--- src/rtl/fc_result_reader.sv ---
`default_nettype none
// ============================================================================
// Module   : fc_result_reader
// Brief    : Reads the FC2 class scores from SRAM f after fc2_done and
//            reports the signed argmax on a valid/ready result port.
//            Optional runner-up tracking is enabled by FC_RESULT_SECOND_EN.
// Revision : 1.0 - initial release
// ============================================================================
module fc_result_reader #(
    parameter int DATA_WIDTH             = 8,
    parameter int DATA_NUM_PER_SRAM_ADDR = 4,
    parameter int NUM_CLASS              = 10,
    parameter int ADDR_WIDTH             = 10
) (
    input  logic                                         clk,
    input  logic                                         srstn,
    input  logic                                         fc2_done,
    output logic [ADDR_WIDTH-1:0]                        sram_raddr_f,
    input  logic [DATA_NUM_PER_SRAM_ADDR*DATA_WIDTH-1:0] sram_rdata_f,
    output logic                                         busy,
    output logic                                         result_valid,
    input  logic                                         result_ready,
    output logic [3:0]                                   result_class,
    output logic [DATA_WIDTH-1:0]                        result_score
`ifdef FC_RESULT_SECOND_EN
    ,
    output logic [3:0]                                   second_class,
    output logic [DATA_WIDTH:0]                          result_margin
`endif
);

    localparam int                    NW        = (NUM_CLASS + DATA_NUM_PER_SRAM_ADDR - 1) / DATA_NUM_PER_SRAM_ADDR;
    localparam logic [ADDR_WIDTH-1:0] LAST_ADDR = ADDR_WIDTH'(NW - 1);

    localparam logic [1:0] ST_IDLE  = 2'd0;
    localparam logic [1:0] ST_READ  = 2'd1;
    localparam logic [1:0] ST_DRAIN = 2'd2;
    localparam logic [1:0] ST_DONE  = 2'd3;

    logic [1:0]                   state_q, state_d;
    logic [ADDR_WIDTH-1:0]        addr_q, addr_d;
    logic [ADDR_WIDTH-1:0]        rword_q, rword_d;
    logic                         rvld_q, rvld_d;
    logic                         best_vld_q, best_vld_d;
    logic signed [DATA_WIDTH-1:0] best_score_q, best_score_d;
    logic [3:0]                   best_class_q, best_class_d;
    logic signed [DATA_WIDTH-1:0] res_score_q, res_score_d;
    logic [3:0]                   res_class_q, res_class_d;
    logic                         scan_start;
    logic signed [DATA_WIDTH-1:0] lane_score [DATA_NUM_PER_SRAM_ADDR];
`ifdef FC_RESULT_SECOND_EN
    logic                         sec_vld_q, sec_vld_d;
    logic signed [DATA_WIDTH-1:0] sec_score_q, sec_score_d;
    logic [3:0]                   sec_class_q, sec_class_d;
    logic [3:0]                   res_sec_q, res_sec_d;
    logic [DATA_WIDTH:0]          res_margin_q, res_margin_d;
`endif

    // Lane 0 sits in the most significant byte of the word.
    genvar gl;
    generate
        for (gl = 0; gl < DATA_NUM_PER_SRAM_ADDR; gl++) begin : g_lane
            assign lane_score[gl] = sram_rdata_f[(DATA_NUM_PER_SRAM_ADDR-1-gl)*DATA_WIDTH +: DATA_WIDTH];
        end
    endgenerate

    assign scan_start = fc2_done && ((state_q == ST_IDLE) ||
                                     ((state_q == ST_DONE) && result_ready));

    always_ff @(posedge clk or negedge srstn) begin
        if (!srstn) begin
            state_q <= ST_IDLE;
        end else begin
            state_q <= state_d;
        end
    end

    always_comb begin
        state_d = state_q;
        case (state_q)
            ST_IDLE:  if (fc2_done) state_d = ST_READ;
            ST_READ:  if (addr_q == LAST_ADDR) state_d = ST_DRAIN;
            ST_DRAIN: state_d = ST_DONE;
            ST_DONE:  if (result_ready) state_d = fc2_done ? ST_READ : ST_IDLE;
            default:  state_d = ST_IDLE;
        endcase
    end

    always_comb begin
        busy         = (state_q != ST_IDLE);
        result_valid = (state_q == ST_DONE);
        sram_raddr_f = (state_q == ST_READ) ? addr_q : '0;
        result_class = res_class_q;
        result_score = res_score_q;
`ifdef FC_RESULT_SECOND_EN
        second_class  = res_sec_q;
        result_margin = res_margin_q;
`endif
    end

    always_comb begin
        addr_d       = '0;
        if ((state_q == ST_READ) && (addr_q != LAST_ADDR)) addr_d = addr_q + 1'b1;
        rvld_d       = (state_q == ST_READ);
        rword_d      = addr_q;
        best_vld_d   = best_vld_q;
        best_score_d = best_score_q;
        best_class_d = best_class_q;
        res_score_d  = res_score_q;
        res_class_d  = res_class_q;
`ifdef FC_RESULT_SECOND_EN
        sec_vld_d    = sec_vld_q;
        sec_score_d  = sec_score_q;
        sec_class_d  = sec_class_q;
        res_sec_d    = res_sec_q;
        res_margin_d = res_margin_q;
`endif
        if (scan_start) begin
            best_vld_d   = 1'b0;
            best_score_d = {1'b1, {(DATA_WIDTH-1){1'b0}}};
            best_class_d = '0;
`ifdef FC_RESULT_SECOND_EN
            sec_vld_d    = 1'b0;
            sec_score_d  = {1'b1, {(DATA_WIDTH-1){1'b0}}};
            sec_class_d  = '0;
`endif
        end else if (rvld_q) begin
            // Lanes are visited in ascending class order, so strict compares keep the lowest index on ties.
            for (int l = 0; l < DATA_NUM_PER_SRAM_ADDR; l++) begin
                if ((int'(rword_q) * DATA_NUM_PER_SRAM_ADDR + l) < NUM_CLASS) begin
                    if (!best_vld_d || (lane_score[l] > best_score_d)) begin
`ifdef FC_RESULT_SECOND_EN
                        sec_vld_d   = best_vld_d;
                        sec_score_d = best_score_d;
                        sec_class_d = best_class_d;
`endif
                        best_vld_d   = 1'b1;
                        best_score_d = lane_score[l];
                        best_class_d = 4'(int'(rword_q) * DATA_NUM_PER_SRAM_ADDR + l);
                    end
`ifdef FC_RESULT_SECOND_EN
                    else if (!sec_vld_d || (lane_score[l] > sec_score_d)) begin
                        sec_vld_d   = 1'b1;
                        sec_score_d = lane_score[l];
                        sec_class_d = 4'(int'(rword_q) * DATA_NUM_PER_SRAM_ADDR + l);
                    end
`endif
                end
            end
        end
        // The final word is compared in DRAIN, so results load from the post-compare values.
        if (state_q == ST_DRAIN) begin
            res_score_d = best_score_d;
            res_class_d = best_class_d;
`ifdef FC_RESULT_SECOND_EN
            res_sec_d    = sec_class_d;
            res_margin_d = {best_score_d[DATA_WIDTH-1], best_score_d} -
                           {sec_score_d[DATA_WIDTH-1], sec_score_d};
`endif
        end
    end

    always_ff @(posedge clk or negedge srstn) begin
        if (!srstn) begin
            addr_q       <= '0;
            rword_q      <= '0;
            rvld_q       <= 1'b0;
            best_vld_q   <= 1'b0;
            best_score_q <= '0;
            best_class_q <= '0;
            res_score_q  <= '0;
            res_class_q  <= '0;
`ifdef FC_RESULT_SECOND_EN
            sec_vld_q    <= 1'b0;
            sec_score_q  <= '0;
            sec_class_q  <= '0;
            res_sec_q    <= '0;
            res_margin_q <= '0;
`endif
        end else begin
            addr_q       <= addr_d;
            rword_q      <= rword_d;
            rvld_q       <= rvld_d;
            best_vld_q   <= best_vld_d;
            best_score_q <= best_score_d;
            best_class_q <= best_class_d;
            res_score_q  <= res_score_d;
            res_class_q  <= res_class_d;
`ifdef FC_RESULT_SECOND_EN
            sec_vld_q    <= sec_vld_d;
            sec_score_q  <= sec_score_d;
            sec_class_q  <= sec_class_d;
            res_sec_q    <= res_sec_d;
            res_margin_q <= res_margin_d;
`endif
        end
    end

endmodule
`default_nettype wire

--- config.mk ---
export PLATFORM = sky130hd
export DESIGN_NAME = fc_result_reader
export DESIGN_NICKNAME = d
export VERILOG_FILES = /design/src/rtl/fc_result_reader.sv
export SDC_FILE = /design/constraint.sdc
export NUM_CORES = 1
export LEC_CHECK = 0
export BUFFER_PORTS_ARGS = -buffer_cell sky130_fd_sc_hd__buf_2
export CAP_MARGIN = 20
export CORE_UTILIZATION = 55
export DETAILED_ROUTE_END_ITERATION = 8
export GPL_ROUTABILITY_DRIVEN = 0
export PLACE_DENSITY_LB_ADDON = 0.2
export SYNTH_ARGS = -nofsm -noshare
export SYNTH_HDL_FRONTEND = slang
export SYNTH_SLANG_ARGS = --single-unit
--- constraint.sdc ---
create_clock -name clk -period 9.4 [get_ports clk]
set_input_delay 2.82 -clock clk [delete_from_list [all_inputs] [get_ports clk]]
set_output_delay 2.82 -clock clk [all_outputs]
set_load 0.01 [all_outputs]
======== After elaboration in Yosys (flattened, before gate mapping) ========
Index checks and enable logic that the tools add are counted.
word-level totals
  output and inout bits ................... 24
  bits of input ports ..................... 36
  bits in registers ....................... 48
operators by class
  magnitude comparators ................... 8
  muxes and demuxes ....................... 49
  equal/unequal tests ..................... 8
  reduce and logical (&&, ||, !) cells .... 16
  add/sub/neg operators ................... 4
operators with widths
  operator                 number
  $mux W8                  16
  $lt A32 B5 Y1 const B    3
  $mux W4                  10
  $gt A8 B8 Y1             4
  $add A12 B2 Y13 const B  2
  $mux W10                 2
  $mux W1                  17
  $add A12 B1 Y13 const B  1
  $lt A12 B4 Y1 const B    1
  $add A10 B1 Y10 const B  1
  $eq A10 B2 Y1 const B    1
  $ne A10 B2 Y1 const B    1
  $pmux W2 S4              1
  $mux W2                  3
  $logic_or A1 B1 Y1       5
  $eq A2 B2 Y1 const B     2
  $logic_not A1 Y1         4
  $ne A2 B1 Y1 const B     2
  $reduce_bool A2 Y1       2
  $logic_and A1 B1 Y1      3
  $reduce_and A3 Y1        1
  $eq A2 B1 Y1 const B     1
  $logic_not A2 Y1         1
  $ne A2 B2 Y1 const B     1

======== Longest topological paths before layout ========
Gate-level depths: netlist of the first run.
  word-level depth ........................ 24
  depth in mapped cells ................... 35
  depth with buffers taken out ............ 30

======== Least setup slack after synthesis of the first run ========
Ideal clock, no wire load.
  path type ............................... input to register
  start ................................... in sram_rdata_f[25]
  end ..................................... reg res_score_q[7], in the netlist result_score[7]
  data required time ...................... 9271 ps
  data arrival time ....................... 9136 ps
  slack ................................... 135 ps
  stages on the path ...................... 30
  library setup time ...................... 129 ps
  path through ............................ ha_1 > nor2b_1 > o2111ai_1 > a21oi_1 > o21ai_0 > mux2_2 > inv_1 > ha_1 > and4_1 > nand4_1 > nand3_1 > or3_4 > buf_6 > buf_6 > mux2i_1 > ha_1 > a211oi_1 > nand3_1 > o21a_1 > o21ai_1 > mux2_2 > ha_1 > nand4_1 > nor2_1 > a311oi_1 > nand3_1 > clkbuf_1 > o211a_1 > a2111oi_2 > nor2_1
between the ends
  cells in the longest elaborated chain, start to end .. 24
  elaborated cells on any way between the ends .. 39
  those cells by class .................... order compare (4); mux (28); reduce/logical (7)
ends and longest elaborated chain
  what                                              RTL line  RTL
  start, declared                                   19        input logic [DATA_NUM_PER_SRAM_ADDR*DATA_WIDTH-1:0] sram_rdata_f,
  $gt A8 B8 Y1                                      131       if (!best_vld_d || (lane_score[l] > best_score_d)) begin
  $logic_or A1 B1 Y1                                131
  $mux W8 or $mux W1 (tied branches)                131
  $mux W8 or $mux W1 (tied branches)                130       if ((int'(rword_q) * DATA_NUM_PER_SRAM_ADDR + l) < NUM_CLASS) begin
  $mux W8 or $mux W1 (tied branches)                127       end else if (rvld_q) begin
  $mux W8 or $mux W1 (tied branches)                118       if (scan_start) begin
  $gt A8 B8 Y1 or $logic_not A1 Y1 (tied branches)  131
  $logic_or A1 B1 Y1                                131
  [... 8 more ...]                                  -
  $mux W8 or $mux W1 (tied branches)                127
  $mux W8 or $mux W1 (tied branches)                118
  $gt A8 B8 Y1 or $logic_not A1 Y1 (tied branches)  131
  $logic_or A1 B1 Y1                                131
  $mux W8                                           131
  $mux W8 *                                         130
  $mux W8 *                                         127
  $mux W8 *                                         118
  end signal, assigned                              187       res_score_q <= res_score_d;
  end, declared                                     47        logic signed [DATA_WIDTH-1:0] res_score_q, res_score_d;
Every way passes the cells marked *; elsewhere a longest branch is shown, timed or not. The select of a mux whose other input is x is not followed.
A chain may end at the register's enable or synchronous reset.

======== Worst setup path after layout of the first run ========
  start ................................... in sram_rdata_f[31]
  end ..................................... reg res_score_q[6], in the netlist result_score[6]
The elaborated chain is that of the path after synthesis.

==> flow_summary.toml, run 1 <==
[final_layout]
multiInputGateArea_um2 = 2230
drive_gt1_share_pct = 29.1
register_area_um2 = 1200
area_delta_synth_final_pct = 16.3
nFillCells = 530
num_antenna_cells = 0
finalNonFillerCells = 534
final_nets = 531

[setup_path]
slowest_delay_ns = 0.44
reg2reg_depth = 28
worstPathArrival_ns = 9.11
reg2reg_from = "rword_q[7]$_DFF_PN0_"
reg2reg_to = "result_score[6]$_DFFE_PN0N_"
start_kind = "input pin"
critical_path_class = "input pin to flip-flop"
cpMaxStageDelayCell = "or3_4"
reg2reg_slack_ns = 2.56
cp_max_fo = 9
worstPathRequired_ns = 9.53
end_kind = "flip-flop"
crit_start = "sram_rdata_f[31]"
crit_top_cell = "ha_1"

[global_routing]
grt_max_degree = 49
grt_usage_pct = 27.5
antenna_found_initial = 0
grt_pass1_wl_mm = 15.2
grt_overflow_total = 0
grt_pass1_vias = 3208

[logic_synthesis]
ys.flop_type = "dfrtp_1"
synth.most_common_cell = "dfrtp_1"
ys_async_sr_fraction_pct = 100
ys_types = 59
yosys.area.top_type = "dfrtp_1"
synth_top_cell_area_share_pct = 33.3
yosys-top-cells-area = "dfrtp_1 (33%), ha_1 (14%), inv_1 (3.3%)"
synthCells = 388
synth-edff-count = 0
yosys_warnings = 0
netlist_area_um2 = 3610
syn-num-nets = 463
ys_ff_latch = 48
seq_area_frac_synth_pct = 33.3
synthTopCellsByCount = "dfrtp_1 (48), ha_1 (39), inv_1 (32)"
synth.avg_cell_area_um2 = 9.30

[die]
die-area_um2 = 6890
io_pins = 60
core_um2 = 6350
die_h_um = 83.0
initial_core_util_pct = 56.8
rows = 29
die_w_um = 83.0

[timing]
rsz0062_at_grt = "no"
period_needed_ns = 8.98
finalSetupViolCount = 0
max_freq_mhz = 111
relSlewSlack_pct = 53.3
fin_skew_ns = 0.00789
timing.final.crit_share_pct = 95.5
drv_slew = 0
finalHoldViolCount = 0
worst_pin_slew_ns = 0.700

[drt]
first_pass_iters = 5
wirelength_mm = 9.26
ant_nets = 0
first_iter_violations = 314
vias_per_cell = 6.10
avgRoutedWirePerCell_um = 17.3
num_vias = 3255
post-route-drc-count = 0

[place]
io_buffers = 59
dpl.hpwl_mm = 7.36
place_inst = 523

[flow_run]
maxCapViolCount = 0

[clock_tree]
cts_tree = "yes"
clockRootBuffer = "clkbuf_8"
clk_path_buf_depth = 2
clkTransAtPathRegs_ns = 0.08
cts_made_buffers = 5
clk_latency_ns = 0.30
htreeDepth = 2
cts_sinks = 48

[worst_hold_path]
holdPathEnd = "rword_q[9]$_DFF_PN0_"
worstHoldPathType = "flip-flop to flip-flop"
whs_path_depth = 0
min_from = "addr_q[9]$_DFF_PN0_"

[outcome]
status = "complete, no violations"
## flip-flops by register name (all words and copies together), names as in the netlist
register      cells
addr_q           10
best_class_q      4
best_score_q      8
best_vld_q        1
result_class      4
result_score      8
rvld_q            1
rword_q          10
state_q           2
## per-layer routing
metal | vias to the layer above | global-route usage [%] | part of all wire (%)
met4 | 0 | 8.78 | 2.1
met1 | 1541 | 37.2 | 44
li1 | 1569 | - | -
met3 | 19 | 4.37 | 6.1
met2 | 126 | 45.4 | 48
met5 | - | 0 | 0
## worst max-delay path by stage
stage / to / cells after the start
after floorplan: result_score[7]$_DFFE_PN0N_ / 30
after global placement: result_score[2]$_DFFE_PN0N_ / 29
after detailed placement: result_score[2]$_DFFE_PN0N_ / 29
after CTS: result_score[7]$_DFFE_PN0N_ / 29
after global routing: result_score[7]$_DFFE_PN0N_ / 29
final: result_score[6]$_DFFE_PN0N_ / 30
## cell families (layout without fill, tap and decap cells)
| group | Yosys count | after routing | synth area share [%] |
|---|---|---|---|
| AND/OR/NAND/NOR | 117 | 117 | 18.4 |
| AO/OA/AOI/OAI | 111 | 111 | 22.1 |
| XOR/XNOR | 8 | 8 | 1.94 |
| adder cells (fa/ha/maj) | 39 | 39 | 13.5 |
| flip-flops | 48 | 48 | 33.3 |
| multiplexers | 17 | 17 | 5.06 |
| buffers and inverters | 48 | 117 | 5.69 |
## per-stage QoR
step	hold slack [ns]	setup WS (ns)	util (%)	instance area, µm²	TNS [ns]
6_report	0.464	0.425	66.1	4200	0
5_1_grt	0.471	0.0241	66.1	4200	0
4_1_cts	0.457	0.0827	65.1	4130	0
3_5_place_dp	0.438	-0.221	63.4	4030	-2.67
3_3_place_gp	0.426	-0.0661	63.4	4030	-0.397
2_1_floorplan	0.397	0.135	-	3610	0
## layout make-up
| cell class | count | share of cell area, % |
|---|---|---|
| multi-input combinational | 292 | 53.1 |
| sequential | 48 | 28.6 |
| timing repair buffer | 77 | 10.6 |
| inverter | 32 | 2.86 |
| tap | 77 | 2.30 |
| clock buffer | 6 | 1.73 |
| clock inverter | 2 | 0.835 |
## placed cells by master (no fill, tap or decap), types with 8 or more instances in the layout
cell	count
nor4_1	8
a211oi_1	9
buf_4	17
mux2_2	10
o211ai_1	8
a21oi_1	17
o221a_2	8
a31oi_1	8
ha_1	39
o21ai_0	22
buf_2	59
o21a_1	8
nand3_1	12
dfrtp_1	48
and2_1	12
nor2_1	23
inv_1	32
nand2_1	25
## worst max-delay path: cells and delay by family
kind	cells	cell delay [ns]
buffers and inverters	4	0.52
AOI/OAI and AO/OA	10	1.94
adders and majority gates	4	1.25
muxes	3	1.04
and+or+nand+nor	9	1.53
## timing repair
item                                    in CTS  in global routing
endpoints found under the setup margin       0                 24
hold buffers                                 0                  0
resized for setup                            0                  8
buffers inserted                             0                  2
Power of run 1 is not shown: default switching activity piles up to over one toggle a cycle in this logic, so the estimate is an artifact.
==> run 2, diff against run 1 <==
Clock period 9.4 ns to 10.8 ns, I/O delays scaled along.
==> flow_summary.toml, run 2 (synthesis gave the netlist of run 1 again) <==
[outcome]
status = "complete, no violations"

[place]
dpl.hpwl_mm = 7.08
place_area_um2 = 3940
place_ws_ns = 0.288
place_inst = 512
io_buffers = 59

[final_layout]
layout_commonest_cell = "buf_2"
final_nets = 518
drive_gt1_share_pct = 26.0
final_cell_mix = "buf_2 (59), dfrtp_1 (48), ha_1 (39)"
finalNonFillerCells = 520
top_regs = "addr_q (10), rword_q (10)"
utilization_pct = 64.6
fin_area_um2 = 4100
area_delta_synth_final_pct = 13.7
num_antenna_cells = 0

[setup_path]
cp_max_fo = 14
critical_path_class = "input pin to flip-flop"
end_kind = "flip-flop"
crit_start = "sram_rdata_f[26]"
worstPathRequired_ns = 10.96
start_kind = "input pin"
worstPathArrival_ns = 10.31
reg2reg_from = "rword_q[7]$_DFF_PN0_"

[clock_tree]
hold_buffers = 0
htreeDepth = 2
clockRootBuffer = "clkbuf_8"
cts_made_buffers = 5
cts_tree = "yes"
clk_latency_ns = 0.30
clk_path_buf_depth = 2
clkTransAtPathRegs_ns = 0.09
cts_sinks = 48

[die]
die_h_um = 83.0
die-area_um2 = 6890
die_w_um = 83.0
io_pins = 60
initial_core_util_pct = 56.8
rows = 29
core_um2 = 6350

[global_routing]
grt_pass1_vias = 3068
grt_pass1_wl_mm = 15.2
grt_overflow_total = 0
grt_usage_pct = 27.5
antenna_found_initial = 0
grt_max_degree = 49

[drt]
num_vias = 3198
first_iter_violations = 245
first_pass_iters = 8
vias_per_cell = 6.15
post-route-drc-count = 0
wirelength_mm = 9.00
avgRoutedWirePerCell_um = 17.3
ant_nets = 0

[power]
irDropWorstVdd_v = 0.000173
power_mw = 1.55
p_leak_nw = 1.96
p_per_area_nw_per_um2 = 378

[timing]
drv_slew = 0
rsz0062_at_grt = "no"
finalSetupTns_ns = 0
worst_pin_slew_ns = 0.696
finalSetupViolCount = 0
setup_ws_ns = 0.646
period_needed_ns = 10.15
finalHoldViolCount = 0
timing.final.crit_share_pct = 94.0
fin_skew_ns = 0.00789
max_freq_mhz = 98.5
worst_hold_slack_ns = 0.443
relSlewSlack_pct = 53.6

[worst_hold_path]
min_from = "addr_q[9]$_DFF_PN0_"
worstHoldPathType = "flip-flop to flip-flop"

[flow_run]
maxCapViolCount = 0
==> run 2: cell types whose count changed in the layout (fill, tap and decap cells not counted), sizes merged <==
cell,before,now
clkinv,1,0
bufinv,1,2
buf,77,64
clkbuf,6,5
==> run 2: worst paths after layout <==
kind                                                to  slack (ns)  cells past startpoint
max                        result_class[3]$_DFFE_PN0N_        0.65                     27
min                               rword_q[9]$_DFF_PN0_        0.44                      0
max reg2reg                result_class[3]$_DFFE_PN0N_        3.20                     25
min reg2reg                       rword_q[9]$_DFF_PN0_        0.44                      0
max in group asynchronous          addr_q[7]$_DFF_PN0_        7.42                      2
min in group asynchronous       state_q[1]$_DFFE_PN0P_        2.87                      1
==> run 2: what timing repair did <==
| item | CTS | global route |
|---|---|---|
| resized for setup | 0 | 2 |
| endpoints found under the setup margin | 0 | 2 |
| endpoints found under the hold margin | 0 | 0 |
| setup buffers | 0 | 0 |
==> run 2: worst max-delay path, cell delays in order <==
cell	delay (ns)
buf_2	0.12
ha_1	0.32
nand4_1	0.11
o22ai_1	0.08
a21oi_1	0.22
o21a_1	0.34
mux2_2	0.40
inv_1	0.06
ha_1	0.25
and2_2	0.23
a221oi_4	0.41
or3_4	0.34
mux2i_1	0.33
ha_1	0.33
a211oi_1	0.27
nand3_1	0.17
o21a_1	0.31
o21ai_2	0.34
mux2_2	0.39
ha_1	0.32
nand4_1	0.11
nor2_1	0.05
a311oi_1	0.35
nand3_1	0.43
a41o_2	0.44
a22oi_1	0.25
o22ai_1	0.12
==> run 2: report_power, final <==
group          internal [mW]  leakage (nW)  switching (mW)
logic                  0.446          1.27           0.672
clock network         0.0911        0.0642          0.0580
registers              0.239         0.621          0.0444
total                  0.776          1.96           0.774
==> run 2: layout make-up <==
| type | count | area [µm²] |
|---|---|---|
| fillers | 558 | 2250 |
| clock inverters | 2 | 60.1 |
| repair buffers | 64 | 345 |
| clock buffers | 5 | 68.8 |
| inverters | 32 | 120 |
| multi-input cells | 292 | 2210 |
| flip-flops and latches | 48 | 1200 |
| well taps | 77 | 96.3 |
==> run 2: metal layers <==
| metal | track usage [%] | share of wire, % | up-vias |
|---|---|---|---|
| met1 | 37.8 | 45 | 1511 |
| met4 | 8.31 | 2.0 | 0 |
| met5 | 0 | 0 | - |
| met3 | 5.07 | 6.5 | 18 |
| met2 | 44.4 | 47 | 130 |
| li1 | - | - | 1539 |
No activity file was read; power rests on OpenSTA's default activity.
==> run 3, diff against run 2 <==
Settings changed: ABC_AREA set to 1, SETUP_SLACK_MARGIN set to 0.02.
==> flow_summary.toml, run 3 <==
[outcome]
status = "complete, no violations"

[setup_path]
slowest_delay_ns = 0.40
worstPathRequired_ns = 10.99
worst-path-buf-inv = 3
reg2reg_slack_ns = 3.92
worstPathArrival_ns = 9.60
cpMaxStageDelayCell = "nand2_1"
crit_top_cell = "nand2_1"
critical_path_class = "input pin to flip-flop"
reg2reg_to = "result_class[2]$_DFFE_PN0N_"
cp_max_fo = 18
reg2reg_depth = 46
reg2reg_from = "best_score_q[7]$_DFF_PN0_"
cp_top_family = "simple AND/OR/NAND/NOR gates"
start_kind = "input pin"
end_kind = "flip-flop"

[final_layout]
final_nets = 626
area_delta_synth_final_pct = 11.7
num_antenna_cells = 0
drive_gt1_share_pct = 19.6
nFillCells = 601
layout_commonest_cell = "nand2_1"
fin_area_um2 = 4080
final_cell_mix = "nand2_1 (140), inv_1 (77), buf_2 (59)"
finalNonFillerCells = 628
top_regs = "addr_q (10), rword_q (10)"
utilization_pct = 63.9

[drt]
first_pass_iters = 4
avgRoutedWirePerCell_um = 13.7
ant_nets = 0
wirelength_mm = 8.61
vias_per_cell = 5.29
first_iter_violations = 171
post-route-drc-count = 0
num_vias = 3325

[timing]
rsz0062_at_grt = "no"
setup_ws_ns = 1.39
finalHoldViolCount = 0
drv_slew = 0
relSlewSlack_pct = 60.8
period_needed_ns = 9.41
finalSetupTns_ns = 0
fin_skew_ns = 0.00823
timing.final.crit_share_pct = 87.2
worst_hold_slack_ns = 0.401
max_freq_mhz = 106
worst_pin_slew_ns = 0.589
finalSetupViolCount = 0

[worst_hold_path]
whs_path_depth = 0
holdPathEnd = "rword_q[9]$_DFF_PN0_"
min_from = "addr_q[9]$_DFF_PN0_"
worstHoldPathType = "flip-flop to flip-flop"

[logic_synthesis]
synth-edff-count = 0
synthTopCellsByCount = "nand2_1 (140), inv_1 (77), dfrtp_1 (48)"
synth.avg_cell_area_um2 = 7.41
yosys.area.top_type = "dfrtp_1"
ys.flop_type = "dfrtp_1"
syn-num-nets = 568
synth_top_cell_area_share_pct = 32.9
ys_async_sr_fraction_pct = 100
ys_ff_latch = 48
yosys-top-cells-area = "dfrtp_1 (33%), nand2_1 (14%), ha_1 (13%)"
ys_types = 38
netlist_area_um2 = 3650
synthCells = 493
yosys_warnings = 0
synth.most_common_cell = "nand2_1"
seq_area_frac_synth_pct = 32.9

[clock_tree]
cts_sinks = 48
clk_latency_ns = 0.29
cts_resized = 0
hold_buffers = 0
postCtsSetupRepairBufs = 0
cts_tree = "yes"
htreeDepth = 2
clockRootBuffer = "clkbuf_8"
clkTransAtPathRegs_ns = 0.09
cts_made_buffers = 5
clk_path_buf_depth = 2

[global_routing]
grt_usage_pct = 26.0
grt_pass1_vias = 3176
antenna_found_initial = 0
grt_pass1_wl_mm = 14.7
grt_max_degree = 49
grt_overflow_total = 0

[power]
power_mw = 1.34
p_leak_nw = 2.40
irDropWorstVdd_v = 0.000208
p_per_area_nw_per_um2 = 327

[die]
rows = 29
die_w_um = 83.5
core_um2 = 6390
die_h_um = 83.5
initial_core_util_pct = 57.2
io_pins = 60
die-area_um2 = 6970

[place]
place_inst = 620
place_area_um2 = 3980
io_buffers = 59
dpl.hpwl_mm = 7.04
place_ws_ns = 1.13

[flow_run]
maxCapViolCount = 0
run 3: worst max-delay path by stage:
stage	from	to	slack [ns]	cells after the start
floorplan	sram_rdata_f[31]	result_score[7]$_DFFE_PN0N_	2.57	47
global route	sram_rdata_f[31]	result_class[2]$_DFFE_PN0N_	0.73	48
finish	sram_rdata_f[31]	result_class[2]$_DFFE_PN0N_	1.39	46
detailed placement	sram_rdata_f[27]	result_class[2]$_DFFE_PN0N_	1.13	47
CTS	sram_rdata_f[27]	result_class[2]$_DFFE_PN0N_	1.45	47
global placement	sram_rdata_f[27]	result_class[2]$_DFFE_PN0N_	1.38	47
run 3: per-layer routing:
layer | part of all wire, % | wire length, µm | track usage (%) | vias up
li1 | - | - | - | 1698
met1 | 45 | 3860 | 33.7 | 1511
met2 | 48 | 4160 | 45.0 | 98
met3 | 4.5 | 391 | 3.36 | 18
met4 | 2.3 | 201 | 8.63 | 0
met5 | 0 | 0 | 0 | -
run 3: where the power goes:
part | total [mW] | switching (mW) | internal, mW
sequential | 0.275 | 0.0391 | 0.236
clock | 0.0984 | 0.0543 | 0.0441
combinational | 0.961 | 0.622 | 0.339
total | 1.34 | 0.715 | 0.620
run 3: logic make-up (layout without fill, tap and decap cells):
| family | after synthesis | after routing | synth area share (%) |
|---|---|---|---|
| buffers and inverters | 89 | 147 | 10.0 |
| DFF | 48 | 48 | 32.9 |
| AOI/OAI and AO/OA | 61 | 61 | 10.4 |
| and+or+nand+nor | 256 | 256 | 33.3 |
| adders and majority gates | 39 | 39 | 13.4 |
run 3: layout make-up:
cell class,instances,area [µm²],share of cell area (%)
timing repair buffer,61,323,7.91
inverter,79,297,7.27
tap,77,96.3,2.36
clock buffer,6,72.6,1.78
sequential,48,1200,29.4
multi-input combinational,356,2080,51.1
clock inverter,1,5.00,0.123
